$ cat src/rtl/fakeram_pdp_pkg.sv
// Shared types and default sizing for the single-macro pseudo-dual-port RAM.
package fakeram_pdp_pkg;

  localparam int DEF_WIDTH      = 32;
  localparam int DEF_DEPTH      = 32;
  localparam int DEF_WBUF_DEPTH = 4;
  localparam int DEF_AW         = $clog2(DEF_DEPTH);

  typedef struct packed {
    logic [DEF_AW-1:0]    addr;
    logic [DEF_WIDTH-1:0] data;
  } wbuf_entry_t;

  typedef enum logic [1:0] {OP_IDLE, OP_RD, OP_WR} op_e;

endpackage

$ cat src/rtl/fakeram_pdp_wbuf_fifo.sv
// Circular write buffer; entries are presented oldest-first (index 0 = head)
// together with a valid bit each, so the top can match and forward by age.
module fakeram_pdp_wbuf_fifo
  import fakeram_pdp_pkg::*;
#(
  parameter int WIDTH      = DEF_WIDTH,
  parameter int AW         = DEF_AW,
  parameter int WBUF_DEPTH = DEF_WBUF_DEPTH
) (
  input  logic             clk,
  input  logic             rst_n,
  input  logic             push,
  input  logic [AW-1:0]    push_addr,
  input  logic [WIDTH-1:0] push_data,
  input  logic             pop,
  output logic             full,
  output logic             empty,
  output logic [AW-1:0]    ent_addr [WBUF_DEPTH],
  output logic [WIDTH-1:0] ent_data [WBUF_DEPTH],
  output logic [WBUF_DEPTH-1:0] ent_valid
);

  localparam int PW = $clog2(WBUF_DEPTH);
  localparam int CW = PW + 1;

  logic [AW-1:0]    addr_q [WBUF_DEPTH];
  logic [WIDTH-1:0] data_q [WBUF_DEPTH];
  logic [PW-1:0]    head;
  logic [PW-1:0]    tail;
  logic [CW-1:0]    count;

  // Pointers are PW bits wide, so wrap modulo WBUF_DEPTH comes for free.
  always_ff @(posedge clk or negedge rst_n) begin
    if (!rst_n) begin
      head  <= '0;
      tail  <= '0;
      count <= '0;
    end else begin
      if (push) tail <= tail + 1'b1;
      if (pop)  head <= head + 1'b1;
      count <= count + CW'(push) - CW'(pop);
    end
  end

  always_ff @(posedge clk) begin
    if (push) begin
      addr_q[tail] <= push_addr;
      data_q[tail] <= push_data;
    end
  end

  for (genvar k = 0; k < WBUF_DEPTH; k++) begin : g_ent
    assign ent_addr[k]  = addr_q[head + PW'(k)];
    assign ent_data[k]  = data_q[head + PW'(k)];
    assign ent_valid[k] = CW'(k) < count;
  end

  assign full  = (count == CW'(WBUF_DEPTH));
  assign empty = (count == '0);

endmodule

$ cat src/rtl/fakeram_pdp_wbuf.sv
// 1R1W memory on one single-port macro with a drain-on-idle write buffer.
// FAKERAM_PDP_BYPASS_EN: forward buffered data to reads instead of stalling them.
module fakeram_pdp_wbuf
  import fakeram_pdp_pkg::*;
#(
  parameter int WIDTH      = DEF_WIDTH,
  parameter int DEPTH      = DEF_DEPTH,
  parameter int WBUF_DEPTH = DEF_WBUF_DEPTH,
  localparam int AW        = $clog2(DEPTH)
) (
  input  logic             clk,
  input  logic             rst_n,
  input  logic             w_valid,
  output logic             w_ready,
  input  logic [AW-1:0]    w_addr,
  input  logic [WIDTH-1:0] w_data,
  input  logic             r_valid,
  output logic             r_ready,
  input  logic [AW-1:0]    r_addr,
  output logic [WIDTH-1:0] r_data,
  output logic             r_data_valid,
  output logic             wbuf_empty
);

  localparam logic [WIDTH-1:0] WMASK = '1;

  logic                  full;
  logic                  empty;
  logic [AW-1:0]         ent_addr [WBUF_DEPTH];
  logic [WIDTH-1:0]      ent_data [WBUF_DEPTH];
  logic [WBUF_DEPTH-1:0] ent_valid;
  logic [WBUF_DEPTH-1:0] ent_hit;
  logic                  w_fire;
  logic                  rd_fire;
  op_e                   op;

  fakeram_pdp_wbuf_fifo #(
    .WIDTH(WIDTH), .AW(AW), .WBUF_DEPTH(WBUF_DEPTH)
  ) u_fifo (
    .clk       (clk),
    .rst_n     (rst_n),
    .push      (w_fire),
    .push_addr (w_addr),
    .push_data (w_data),
    .pop       (op == OP_WR),
    .full      (full),
    .empty     (empty),
    .ent_addr  (ent_addr),
    .ent_data  (ent_data),
    .ent_valid (ent_valid)
  );

  always_comb begin
    ent_hit = '0;
    for (int k = 0; k < WBUF_DEPTH; k++)
      ent_hit[k] = ent_valid[k] && (ent_addr[k] == r_addr);
  end

  assign w_ready = !full;
`ifdef FAKERAM_PDP_BYPASS_EN
  assign r_ready = !full;
`else
  // Without forwarding, hold the read off until the drain retires every hit.
  assign r_ready = !full && !(|ent_hit);
`endif
  assign w_fire  = w_valid && w_ready;
  assign rd_fire = r_valid && r_ready;

  always_comb begin
    op = OP_IDLE;
    if (rd_fire)     op = OP_RD;
    else if (!empty) op = OP_WR;
  end

  // ---- p0 -> p1: macro access (behavioural single-port array) ----
  logic [WIDTH-1:0] mem [DEPTH];
  logic [WIDTH-1:0] mem_q_p1;
  logic [WIDTH-1:0] rd_word_p1;
  logic [WIDTH-1:0] rd_hold_p2;
  logic             vld_p1;

  always_ff @(posedge clk) begin
    if (op == OP_WR)
      mem[ent_addr[0]] <= (ent_data[0] & WMASK) | (mem[ent_addr[0]] & ~WMASK);
    if (op == OP_RD)
      mem_q_p1 <= mem[r_addr];
  end

`ifdef FAKERAM_PDP_BYPASS_EN
  logic             byp_hit_p1;
  logic [WIDTH-1:0] byp_data;
  logic [WIDTH-1:0] byp_data_p1;

  // Entries are oldest-first, so the last hit in the scan is the youngest.
  always_comb begin
    byp_data = '0;
    for (int k = 0; k < WBUF_DEPTH; k++)
      if (ent_hit[k]) byp_data = ent_data[k];
  end

  always_ff @(posedge clk or negedge rst_n) begin
    if (!rst_n)       byp_hit_p1 <= 1'b0;
    else if (rd_fire) byp_hit_p1 <= |ent_hit;
  end

  always_ff @(posedge clk) begin
    if (rd_fire) byp_data_p1 <= byp_data;
  end

  assign rd_word_p1 = byp_hit_p1 ? byp_data_p1 : mem_q_p1;
`else
  assign rd_word_p1 = mem_q_p1;
`endif

  // ---- p1 -> p2: valid pulse and held read data ----
  always_ff @(posedge clk or negedge rst_n) begin
    if (!rst_n) begin
      vld_p1     <= 1'b0;
      rd_hold_p2 <= '0;
    end else begin
      vld_p1 <= rd_fire;
      if (vld_p1) rd_hold_p2 <= rd_word_p1;
    end
  end

  assign r_data       = vld_p1 ? rd_word_p1 : rd_hold_p2;
  assign r_data_valid = vld_p1;
  assign wbuf_empty   = empty;

endmodule
$ cat config.mk
export PLATFORM = sky130hd
export DESIGN_NAME = fakeram_pdp_wbuf
export DESIGN_NICKNAME = d
export VERILOG_FILES = /design/src/rtl/fakeram_pdp_pkg.sv /design/src/rtl/fakeram_pdp_wbuf_fifo.sv /design/src/rtl/fakeram_pdp_wbuf.sv
export SDC_FILE = /design/constraint.sdc
export NUM_CORES = 1
export LEC_CHECK = 0
export ABC_AREA = 1
export CORE_MARGIN = 2
export CORE_UTILIZATION = 59
export DETAILED_ROUTE_END_ITERATION = 12
export PLACE_DENSITY = 0.76
export SKIP_LAST_GASP = 1
export SYNTH_ARGS = -nofsm -noshare
export SYNTH_HDL_FRONTEND = slang
export SYNTH_HIERARCHICAL = 1
export SYNTH_SLANG_ARGS = --single-unit
$ cat constraint.sdc
create_clock -name clk -period 4.3 [get_ports clk]
set_clock_uncertainty 0.15 [all_clocks]
set_input_delay 0.645 -clock clk [delete_from_list [all_inputs] [get_ports clk]]
set_output_delay 0.645 -clock clk [all_outputs]
set_load 0.02 [all_outputs]
==> run summary <==
Status: complete, no violations
Drt initial violations: 5009
Reg clk slew, reported paths: 60 ps
Initial antenna violation count: 0
HPWL Detailed: 69.3 mm
Final ANT Viol Nets: 0
Layout area overhead: 11.7%
Hold crit path type: flop to flop
Busiest grt layer: met2
GR Layer Usage met3: 5.22%
Synth Instances: 4346
Slew HR: 8.58%
Crit start category: flop
Max Root-Sink Buffers: 3
Final hold vios: 0
Setup TNS: 0 ps
Row count: 107
FILL cells: 5976
RSZ-0062 raised after global routing: no
Wirelength, routed: 133 mm
Max-slew violation total from the final report: 0
Synthesized cell area: 0.0510 mm^2
WL/cell: 23.6 um
CTS buffer count: 118
Area of the multi-input gates: 0.0119 mm^2
Diodes inserted: 0
IO Count: 82
Die Area: 0.0888 mm^2
Net count, final: 4419
Largest net degree at the start of global routing: 222
Vias per cell: 6.03
Clock tree sinks: 1244
Synth Warn #: 6
Root buf cell: clkbuf_16
I/O Buffers: 81
First-pass GRT wire length: 199 mm
H-tree level count: 3
Die width: 298 um
Leakage power: 21.1 nW
Placed cell count: 5386
Post-Syn Nets: 4401
Crit-path max FO: 36
Post-Layout Cell Count: 5609
Drt drc: 0
Worst-Skew Late Latency: 680 ps
# setup viols final: 0
P per Cell Area: 658 mW/mm^2
Global placer's final weighted congestion: 0.887
Least-Margin Pin Slew: 1370 ps
CTS tree: done
Avg Cell Area, Syn: 11.7 um^2
GRT Overall Usage: 29.7%
Final WS setup: 560 ps
Fin area: 0.0570 mm^2
First drt pass iteration count: 5
CP required: 3500 ps
Met1 usage in global routing: 41.3%
Setup crit end kind: output port
Period utilization: 87.0%
Crit Path Class: flop to output port
Vias in the first global route: 32900
Placed inst area: 0.0531 mm^2
Met2 Track Usage GR: 47.0%
Storage cell area: 0.0372 mm^2
Post-place setup slack: 621 ps
Die height: 298 um
Max-cap violations: 0
Core area: 0.0854 mm^2
Total number of vias: 33800
Post-CTS Setup Bufs: 0
Grt total ovfl: 0
Initial Utilization: 59.7%
Share of cells above drive strength 1: 8.22%
Fmax: 267 MHz
Max IR drop VDD: 0.576 mV
Crit path time final: 3740 ps
Critical path arrival: 2940 ps
area by class of cell:
class	count	area share (%)
clock buffers	151	5.60
clock inverters	70	1.19
inverters	195	1.35
multi-input cells	2634	20.9
flip-flops and latches	1244	65.2
well taps	1144	2.51
repair buffers	171	3.26
per-layer routing:
metal / wire [um] / vias to the layer above
met5: 0 / -
met3: 15600 / 337
met4: 5790 / 0
met1: 49100 / 16200
li1: - / 15000
met2: 62100 / 2218
cell usage in the layout (no fill, tap or decap), drive strengths merged, types with 11 or more instances in the layout:
| cell | count |
|---|---|
| nor3 | 11 |
| clkbuf | 152 |
| nor2 | 148 |
| mux2 | 32 |
| nand3 | 728 |
| o31ai | 32 |
| dfrtp | 40 |
| buf | 94 |
| edfxtp | 1204 |
| clkdlybuf4s50 | 74 |
| bufinv | 13 |
| inv | 194 |
| o21ai | 36 |
| a21oi | 161 |
| clkinv | 54 |
| nand2 | 1473 |
per-stage QoR:
| stage | hold slack [ps] | power (mW) | utilization (%) |
|---|---|---|---|
| floorplan | 199 | 23.1 | - |
| global placement | 331 | 26.9 | 62.1 |
| detailed placement | 336 | 27.1 | 62.1 |
| CTS | 350 | 37.4 | 66.7 |
| global route | 360 | 38.8 | 66.7 |
| finish | 343 | 37.5 | 66.7 |
worst paths after layout:
check,from,end,slack [ps],cells after the start
worst min-delay path,rd_hold_p2[19],rd_hold_p2[19],340,1
worst max register to register,u_fifo/head[0],mem[26][30],580,16
max in group asynchronous,rst_n,u_fifo/head[0],2920,3
min in group asynchronous,rst_n,rd_hold_p2[29],510,3
worst min register to register,rd_hold_p2[19],rd_hold_p2[19],340,1
worst max-delay path,u_fifo/head[0],r_ready,560,12
critical path, stage by stage (launching register included):
cell,delay (ps)
dfrtp_2,490
inv_6,240
nand2_1,120
nand3_1,90
nand2_1,180
inv_1,200
nand2_1,80
nand2_1,80
nor2_1,50
nand3_1,70
nand2_1,70
nor3_1,320
dlymetal6s2s_1,290
timing repair:
| item | CTS | global route |
|---|---|---|
| endpoints found under the setup margin | 0 | 1 |
| resized for setup | 0 | 3 |
| endpoints found under the hold margin | 40 | 0 |
| hold buffers | 1 | 0 |
sequential cells by signal, summed over array words and instances, names as in the netlist:
name	count
u_fifo/head	2
u_fifo/data_q	128
mem_q_p1	32
mem	1024
r_data_valid	1
rd_hold_p2	32
u_fifo/count	3
u_fifo/tail	2
u_fifo/addr_q	20
power by group:
group / internal, mW / total [mW] / switching, mW
Combinational: 2.03 / 8.96 / 6.93
Clock: 6.00 / 10.4 / 4.39
Sequential: 17.6 / 18.2 / 0.545
Total: 25.6 / 37.5 / 11.9
Power figures use the tool's default switching activity.
